[config.mk]
export PLATFORM = sky130hd
export DESIGN_NAME = cache_arbiter
export DESIGN_NICKNAME = d
export VERILOG_FILES = /design/src/rtl/cache_arb_pkg.sv /design/src/rtl/arb_grant_sel.sv /design/src/rtl/cache_arbiter.sv
export SDC_FILE = /design/constraint.sdc
export NUM_CORES = 1
export LEC_CHECK = 0
export ABC_AREA = 1
export CAP_MARGIN = 10
export CORE_AREA = 4 4 537 539
export CTS_CLUSTER_DIAMETER = 30
export CTS_CLUSTER_SIZE = 28
export DETAILED_ROUTE_END_ITERATION = 6
export DIE_AREA = 0 0 541 543
export PLACE_DENSITY = 0.35
export SETUP_SLACK_MARGIN = 0.2
export SYNTH_ARGS = -nofsm -noshare
export SYNTH_HDL_FRONTEND = slang
export SYNTH_SLANG_ARGS = --single-unit
[constraint.sdc]
create_clock -name clk -period 1.9 [get_ports clk]
set_input_delay 0.19 -clock clk [delete_from_list [all_inputs] [get_ports clk]]
set_output_delay 0.19 -clock clk [all_outputs]
set_load 0.02 [all_outputs]
[src/rtl/cache_arb_pkg.sv]
// cache_arb_pkg: shared types for the L1 miss-path arbiter.
//   DEF_LINE_WIDTH / DEF_ADDR_WIDTH : default line and address widths
//   arb_state_t                     : arbiter FSM states
//   arb_src_t                       : requester identity (I-cache or D-cache)
//   line_t                          : one cache line at the default width
package cache_arb_pkg;

    localparam int DEF_LINE_WIDTH = 256;
    localparam int DEF_ADDR_WIDTH = 32;

    typedef enum logic [1:0] {
        IDLE,
        SERVE_I,
        SERVE_D
    } arb_state_t;

    typedef enum logic {
        SRC_I,
        SRC_D
    } arb_src_t;

    typedef logic [DEF_LINE_WIDTH-1:0] line_t;

    function automatic arb_state_t serve_state(input arb_src_t src);
        return (src == SRC_D) ? SERVE_D : SERVE_I;
    endfunction

endpackage

[src/rtl/arb_grant_sel.sv]
// arb_grant_sel: combinational request-to-grant selection.
// Optional feature macro: CACHE_ARB_RR_EN (round-robin on ties).
//   i_req      : I-cache is requesting
//   d_req      : D-cache is requesting (read or writeback)
//   last_grant : side granted most recently (only with CACHE_ARB_RR_EN)
//   grant_vld  : some requester is present
//   grant_src  : side to grant when grant_vld is set
module arb_grant_sel
    import cache_arb_pkg::*;
(
    input  logic     i_req,
    input  logic     d_req,
`ifdef CACHE_ARB_RR_EN
    input  arb_src_t last_grant,
`endif
    output logic     grant_vld,
    output arb_src_t grant_src
);

    always_comb begin
        grant_vld = i_req | d_req;
        grant_src = SRC_I;
        if (i_req && d_req) begin
`ifdef CACHE_ARB_RR_EN
            // tie goes to whichever side did not win last time
            grant_src = (last_grant == SRC_I) ? SRC_D : SRC_I;
`else
            grant_src = SRC_D;
`endif
        end else if (d_req) begin
            grant_src = SRC_D;
        end
    end

endmodule

[src/rtl/cache_arbiter.sv]
// cache_arbiter: shares one physical-memory line port between the I-cache
// miss path and the D-cache miss/writeback path.
// Optional feature macro: CACHE_ARB_RR_EN (round-robin instead of D-over-I).
//   clk, rst                          : clock, synchronous active-low reset
//   i_read, i_addr, i_rdata, i_resp   : I-cache fill port
//   d_read, d_write, d_addr, d_wdata,
//   d_rdata, d_resp                   : D-cache fill/writeback port
//   pmem_read, pmem_write, pmem_addr,
//   pmem_wdata, pmem_rdata, pmem_resp : memory-side line port
//
// state   | meaning
// IDLE    | no transaction; arbitrate incoming requests
// SERVE_I | I-cache fill in flight, waiting for pmem_resp
// SERVE_D | D-cache fill or writeback in flight, waiting for pmem_resp
module cache_arbiter
    import cache_arb_pkg::*;
#(
    parameter int LINE_WIDTH = DEF_LINE_WIDTH,
    parameter int ADDR_WIDTH = DEF_ADDR_WIDTH
) (
    input  logic                  clk,
    input  logic                  rst,
    input  logic                  i_read,
    input  logic [ADDR_WIDTH-1:0] i_addr,
    output logic [LINE_WIDTH-1:0] i_rdata,
    output logic                  i_resp,
    input  logic                  d_read,
    input  logic                  d_write,
    input  logic [ADDR_WIDTH-1:0] d_addr,
    input  logic [LINE_WIDTH-1:0] d_wdata,
    output logic [LINE_WIDTH-1:0] d_rdata,
    output logic                  d_resp,
    output logic                  pmem_read,
    output logic                  pmem_write,
    output logic [ADDR_WIDTH-1:0] pmem_addr,
    output logic [LINE_WIDTH-1:0] pmem_wdata,
    input  logic [LINE_WIDTH-1:0] pmem_rdata,
    input  logic                  pmem_resp
);

    arb_state_t            state_q, state_d;
    logic                  op_write_q;
    logic [ADDR_WIDTH-1:0] addr_q;
    logic [LINE_WIDTH-1:0] wdata_q;
    logic                  grant_vld;
    arb_src_t              grant_src;
    logic                  take_grant;
    logic                  busy;

`ifdef CACHE_ARB_RR_EN
    arb_src_t last_grant_q;
`endif

    arb_grant_sel u_grant_sel (
        .i_req      (i_read),
        .d_req      (d_read | d_write),
`ifdef CACHE_ARB_RR_EN
        .last_grant (last_grant_q),
`endif
        .grant_vld  (grant_vld),
        .grant_src  (grant_src)
    );

    assign take_grant = (state_q == IDLE) && grant_vld;

    always_comb begin
        state_d = state_q;
        case (state_q)
            IDLE:             if (grant_vld) state_d = serve_state(grant_src);
            SERVE_I, SERVE_D: if (pmem_resp) state_d = IDLE;
            default:          state_d = IDLE;
        endcase
    end

    always_ff @(posedge clk) begin
        if (!rst) begin
            state_q    <= IDLE;
            op_write_q <= 1'b0;
            addr_q     <= '0;
            wdata_q    <= '0;
        end else begin
            state_q <= state_d;
            if (take_grant) begin
                if (grant_src == SRC_D) begin
                    addr_q     <= d_addr;
                    wdata_q    <= d_wdata;
                    // read+write together is illegal; the write wins
                    op_write_q <= d_write;
                end else begin
                    addr_q     <= i_addr;
                    op_write_q <= 1'b0;
                end
            end
        end
    end

`ifdef CACHE_ARB_RR_EN
    // reset to I so that D wins the first tie
    always_ff @(posedge clk) begin
        if (!rst) begin
            last_grant_q <= SRC_I;
        end else if (take_grant) begin
            last_grant_q <= grant_src;
        end
    end
`endif

    // Outputs are gated by rst so a mid-transaction reset drops the
    // strobes and suppresses any resp in the same cycle.
    assign busy       = rst && (state_q != IDLE);
    assign pmem_read  = busy && !op_write_q;
    assign pmem_write = busy && op_write_q;
    assign pmem_addr  = rst ? addr_q  : '0;
    assign pmem_wdata = rst ? wdata_q : '0;
    assign i_resp     = rst && (state_q == SERVE_I) && pmem_resp;
    assign d_resp     = rst && (state_q == SERVE_D) && pmem_resp;
    assign i_rdata    = pmem_rdata;
    assign d_rdata    = pmem_rdata;

    a_no_rw_both : assert property (@(posedge clk) disable iff (!rst)
                                    !(d_read && d_write));

endmodule

==> metrics.yaml, run 1 <==
status:
  outcome: "complete, but fails checks"
  violations: "setup timing"
sta:
  slew_viol_final: 0
  rsz0062_at_grt: "true"
  setup_viol_count_final: 5
  skew_ps: 47.78
  setup_slack_ps: -94.52
  worst_pin_slew_ps: 1041
  fin_hold_ws_ps: 74.02
  finalCritPeriodShare: 1.050
  hold_viol: 0
  slew_headroom: 0.3035
  max_freq_mhz: 501.4
  period_minus_slack_ps: 1995
floorplan:
  die-height_um: 543
  initial_core_util: 0.05920
  rows: 196
  die_area_um2: 293800
  die_x_um: 541
  ioPinCount: 1386
  core_area_um2: 284000
worst_setup_path:
  crit_arrival_ps: 1800
  rr_startpoint: "state_q[1]"
  reg2reg_depth: 13
  critPathKind: "reg2out"
  cp_max_fo: 2
  reg2reg_to: "wdata_q[200]"
  rrSetupSlack_ps: -20
  startpoint_type: "flip-flop"
  required_ps: 1710
  cp-end-kind: "output port"
detailed_routing:
  drt_iter0_markers: 1000
  wirelength_um: 187500
  drt_pass1_iterations: 5
  final_antenna_net_count: 0
  wl_per_cell_um: 27.43
  route.detailed.drc: 0
  routed_via_density: 2.644
  num_vias: 18070
pwr:
  combPwrFrac: 0.276
  power.density_nw_per_um2: 961.3
  p_seq_frac: 0.227
  p_int_mw: 22.92
  clkPwrFrac: 0.497
  p_leak_nw: 14.94
  vdd_drop_max_v: 0.0007018
  p_switching_mw: 10.24
  switching_share: 0.3088
final_layout:
  fillers: 32760
  area_delta_synth_final_pct: 105.1
  seq_area_um2: 5976
  multi_input_area_um2: 6778
  final_cell_mix: "nor2_1, nand2_1, clkdlybuf4s50_1, buf_12"
  drive_above_1_share: 0.4020
  nets: 3585
  final_common_cell: "nor2_1"
placed_design:
  port_buffers: 617
  gp_congestion: 0.8533
  hpwl_um: 155700
  dp_slack_ps: -95.33
clocking:
  clk_latency_ps: 790
  numCtsBuffers: 108
  clock-sinks: 291
  clock_path_buffers: 4
  cts_tree: "built"
  cts.htree.levels: 3
  clockRootBuffer: "clkbuf_16"
  path_clk_slew_ps: 40
synth:
  netlist_area_um2: 16810
  ys_ff_latch: 291
  seq_area_frac_synth: 0.3465
  avgSynthCellArea_um2: 6.541
  synth_cell_types: 18
  ys_warn_count: 0
  syn-num-nets: 3155
  syn_inst: 2570
min_path:
  hold_end: "wdata_q[27]"
  hp-class: "in2reg"
  hold_path_startpoint: "d_wdata[27]"
  hold_depth: 3
grt:
  antenna_found_initial: 20
  grt_max_degree: 58
  grt_overflow: 0
  grt_first_pass_wirelength_um: 226000
  grtUsageTotal: 0.1206
  grt_pass1_vias: 18660
run:
  drv_cap: 0
-- final cells by class --
type / count / area share
Timing Repair Buffer: 962 / 0.3556
Inverter: 329 / 0.03773
Multi-Input combinational cell: 1305 / 0.1965
Antenna cell: 1 / 0.00007256
Sequential cell: 291 / 0.1733
Clock inverter: 17 / 0.004064
Tap cell: 3762 / 0.1365
Timing Repair inverter: 3 / 0.002032
Clock buffer: 165 / 0.09419
-- repair_timing --
item / 4_1_cts / 5_1_grt
endpoints found under the setup margin: 309 / 292
gates resized for setup: 1045 / 383
endpoints found under the hold margin: 162 / 0
gates cloned: 31 / 18
pin swaps: 46 / 118
buffers inserted: 26 / 7
hold buffers: 145 / 0
-- per-layer routing --
metal	vias to the layer above	routed length, µm	global-route usage
met5	-	668	0.01512
met1	8227	52190	0.09636
li1	8015	-	-
met3	273	43330	0.1291
met4	20	5868	0.03426
met2	1537	85450	0.1956
-- cells by family (layout without fill, tap and decap cells) --
kind of cell / after synthesis / after routing / synth area share
adder cells (fa/ha/maj): 3 / 3 / 0.002233
AND/OR/NAND/NOR: 1042 / 1042 / 0.2340
flip-flops: 291 / 291 / 0.3465
other: 0 / 1 / 0
AO/OA/AOI/OAI: 260 / 260 / 0.07740
buffers and inverters: 974 / 1476 / 0.3398
-- how the worst max path moves through the flow --
stage / from / end / slack (ps) / cells past startpoint
after floorplan: state_q[0] / wdata_q[217] / 480 / 9
after global placement: rst / pmem_read / -80 / 7
after detailed placement: rst / pmem_read / -100 / 7
after CTS: state_q[1] / pmem_read / -230 / 6
after global routing: state_q[0] / pmem_read / -230 / 6
final: state_q[1] / pmem_read / -90 / 6
-- critical path, cell delays in order (launching register included) --
cell	delay [ps]
dfxtp_2	330
inv_2	50
ha_4	150
buf_6	110
nor3_4	160
buf_6	130
buf_12	110
-- sequential cells by signal (all words and copies together) (netlist names) --
name,count
wdata_q,256
addr_q,32
state_q,2
op_write_q,1
-- stage by stage --
step	util	area [µm²]	power, mW	std cells	setup TNS [ps]
after floorplan	-	16810	11.27	2570	0
after global placement	0.09227	26200	14.11	6425	-101.6
after detailed placement	0.09227	26200	14.07	6425	-146.7
after CTS	0.1162	33000	32.82	6809	-652.7
after global routing	0.1214	34490	34.60	6835	-3233
final	0.1214	34490	33.15	6835	-188.4
-- power by group through the flow --
stage	clock, mW	combinational (mW)	sequential [mW]
2_1_floorplan	0	4.03	7.23
6_report	16.5	9.15	7.54
5_1_grt	17.2	9.79	7.60
4_1_cts	16.9	8.45	7.47
3_3_place_gp	0	6.66	7.45
3_5_place_dp	0	6.63	7.44
-- synth_stat cells (all sizes together) --
library cell | number | area share
nand2 | 458 | 0.10
clkbuf | 46 | 0.010
buf | 599 | 0.26
o21ai | 257 | 0.077
nand3 | 1 | 0.00030
and3 | 1 | 0.00037
nor3 | 1 | 0.00030
nand4 | 1 | 0.00037
a21oi | 3 | 0.00089
nor2 | 580 | 0.13
inv | 329 | 0.073
dfxtp | 291 | 0.35
ha | 3 | 0.0022
Note: power is estimated with default switching activity, not from simulation.
==> run 2: changes to the inputs <==
==> constraint.sdc (replaced) <==
create_clock -name clk -period 1.9 [get_ports clk]
set_input_delay 0.19 -clock clk [delete_from_list [all_inputs] [get_ports clk]]
set_output_delay 0.19 -clock clk [all_outputs]
set_load 0.005 [all_outputs]
==> run 2 against run 1 <==
The flow still finishes with violations (setup timing). Register-to-register slack got worse by 130 ps. Sequential cell count did not move. Power hardly changed. Clock-buffer cell count decreased by 14. Clock skew rose by 37 ps. Worst setup slack lost 53 ps. Global-route usage is 0.14 points lower. Largest cell class unchanged. Largest power group unchanged. Highest routed layer unchanged.
==> metrics.yaml, run 2 (same netlist as run 1, synthesis figures left out) <==
status:
  outcome: "complete, but fails checks"
  violations: "setup timing"
worst_setup_path:
  reg2reg_depth: 14
  cp_max_fo: 10
  crit_top_cell: "buf_6"
  cp_slowest_cell: "dfxtp_2"
  rr_startpoint: "state_q[1]"
  startpoint_type: "flip-flop"
  crit_arrival_ps: 2650
  rrSetupSlack_ps: -150
  reg2reg_to: "wdata_q[107]"
  critPathKind: "reg2reg"
  cp-end-kind: "flip-flop"
  required_ps: 2500
  cpPeakStageDelay_ps: 330
  crit_chain: "inv_2 -> ha_4 -> buf_6 -> inv_4 -> buf_6 -> nor2_4 -> buf_12 -> buf_12 -> inv_16 -> buf_16 -> buf_8 -> nor2_4 -> buf_6 -> nor2_1"
grt:
  grt_first_pass_wirelength_um: 223200
  grtUsageTotal: 0.1191
  grt_util_met2: 0.1900
  grt_busiest_layer: "met2"
  grt_pass1_vias: 18520
  grt_max_degree: 70
  antenna_found_initial: 32
  grt_overflow: 0
  use_met3: 0.1349
  grt_util_met1: 0.09384
floorplan:
  die_x_um: 541
  die-height_um: 543
  core_area_um2: 284000
  ioPinCount: 1386
  initial_core_util: 0.05920
  rows: 196
  die_area_um2: 293800
detailed_routing:
  drt_pass1_iterations: 6
  wirelength_um: 187700
  num_vias: 18150
  final_antenna_net_count: 0
  wl_per_cell_um: 27.43
  drt_iter0_markers: 910
  routed_via_density: 2.652
  route.detailed.drc: 0
placed_design:
  gp_congestion: 0.8576
  port_buffers: 617
  hpwl_um: 155100
final_layout:
  final_common_cell: "nand2_1"
  top_register: "wdata_q"
  final_cell_mix: "nand2_1, nor2_1, clkdlybuf4s50_1, inv_1, dfxtp_1"
  largest_reg_flops: 256
  drive_above_1_share: 0.3904
  area_delta_synth_final_pct: 105.6
  final_util: 0.1217
  fillers: 32710
  nets: 3579
  reg_top3: "wdata_q x256, addr_q x32, state_q x2"
sta:
  max_freq_mhz: 488.4
  period_minus_slack_ps: 2048
  setup_viol_count_final: 166
  setup_slack_ps: -147.5
  slew_headroom: 0.3749
  worst_pin_slew_ps: 934.6
  rsz0062_at_grt: "true"
  hold_viol: 0
  skew_ps: 84.40
  finalCritPeriodShare: 1.078
  slew_viol_final: 0
clocking:
  numCtsBuffers: 107
  clk_latency_ps: 780
  clockRootBuffer: "clkbuf_16"
  clock_path_buffers: 4
  cts.htree.levels: 3
  path_clk_slew_ps: 40
  cts_tree: "built"
  clock-sinks: 291
pwr:
  p_switching_mw: 9.879
  total_power_mw: 33.18
  clkPwrFrac: 0.513
  switching_share: 0.2978
  p_seq_frac: 0.228
  p_int_mw: 23.30
  combPwrFrac: 0.259
  p_leak_nw: 15.03
  power.density_nw_per_um2: 960.1
  vdd_drop_max_v: 0.0005869
min_path:
  hold_end: "wdata_q[47]"
  hold_depth: 3
  hp-class: "in2reg"
  hold_path_startpoint: "d_wdata[47]"
run:
  drv_cap: 0
## run 2: cell types whose count changed in the layout (fill, tap and decap cells not counted), moves of 33 or more
cell | before | now
nand2_1 | 374 | 417
nor2_4 | 85 | 118
nand2_2 | 63 | 28
inv_1 | 189 | 254
inv_2 | 119 | 66
buf_12 | 215 | 176
o21ai_2 | 80 | 163
o21ai_1 | 115 | 57
## run 2: worst max-delay path by stage
stage               startpoint           end  slack [ps]  cells after the start
detailed placement     d_write  wdata_q[173]        -120                      8
floorplan           state_q[0]  wdata_q[217]         480                      9
global placement       d_write  wdata_q[173]        -120                      8
CTS                 state_q[1]     pmem_read        -250                      6
finish              state_q[1]  wdata_q[107]        -150                     14
global route        state_q[1]     pmem_read        -240                      6
## run 2: worst max-delay path: cells and delay by family (launching register included)
| kind | cells | cell delay [ps] |
|---|---|---|
| buffers and inverters | 10 | 1080 |
| adders and majority gates | 1 | 150 |
| DFF | 1 | 330 |
| and+or+nand+nor | 3 | 260 |
## run 2: power groups by stage
| stage | Combinational [mW] | Clock, mW | Sequential (mW) |
|---|---|---|---|
| 3_5_place_dp | 5.88 | 0 | 7.44 |
| 4_1_cts | 7.47 | 17.4 | 7.43 |
| 5_1_grt | 9.25 | 17.8 | 7.63 |
| 6_report | 8.58 | 17.0 | 7.56 |
| 2_1_floorplan | 2.82 | 0 | 7.23 |
| 3_3_place_gp | 5.91 | 0 | 7.45 |
## run 2: through the flow
stage	setup WS, ps	TNS, ps	instance area (µm²)	instances	hold WS, ps
floorplan	476.7	0	16810	2570	324.9
CTS	-250.0	-2799	32350	6791	0.8346
global placement	-121.9	-1671	25750	6416	380.1
finish	-147.5	-5821	34560	6843	88.35
global route	-243.3	-27410	34560	6842	47.16
detailed placement	-119.2	-1956	25750	6416	380.1
## run 2: final cells by class
class	instances	area [µm²]	area share
clock buffers	151	3063	0.08863
repair buffers	958	11900	0.3444
diodes	7	17.52	0.0005069
repair inverters	2	50.05	0.001448
clock inverters	38	412.9	0.01195
multi-input cells	1305	7153	0.2070
flip-flops and latches	291	5983	0.1731
well taps	3762	4707	0.1362
inverters	329	1271	0.03678
## run 2: metal layers
metal	wire [µm]	share of wire
met3	44640	0.24
met1	52030	0.28
met2	83390	0.44
met5	384	0.0020
met4	7271	0.039
## run 2: what timing repair did
action | in CTS | in global routing
hold buffers | 139 | 0
gates cloned | 29 | 23
buffers inserted | 18 | 22
pin swaps | 82 | 175
endpoints found under the hold margin | 150 | 0
resized for setup | 880 | 593
endpoints found under the setup margin | 425 | 351
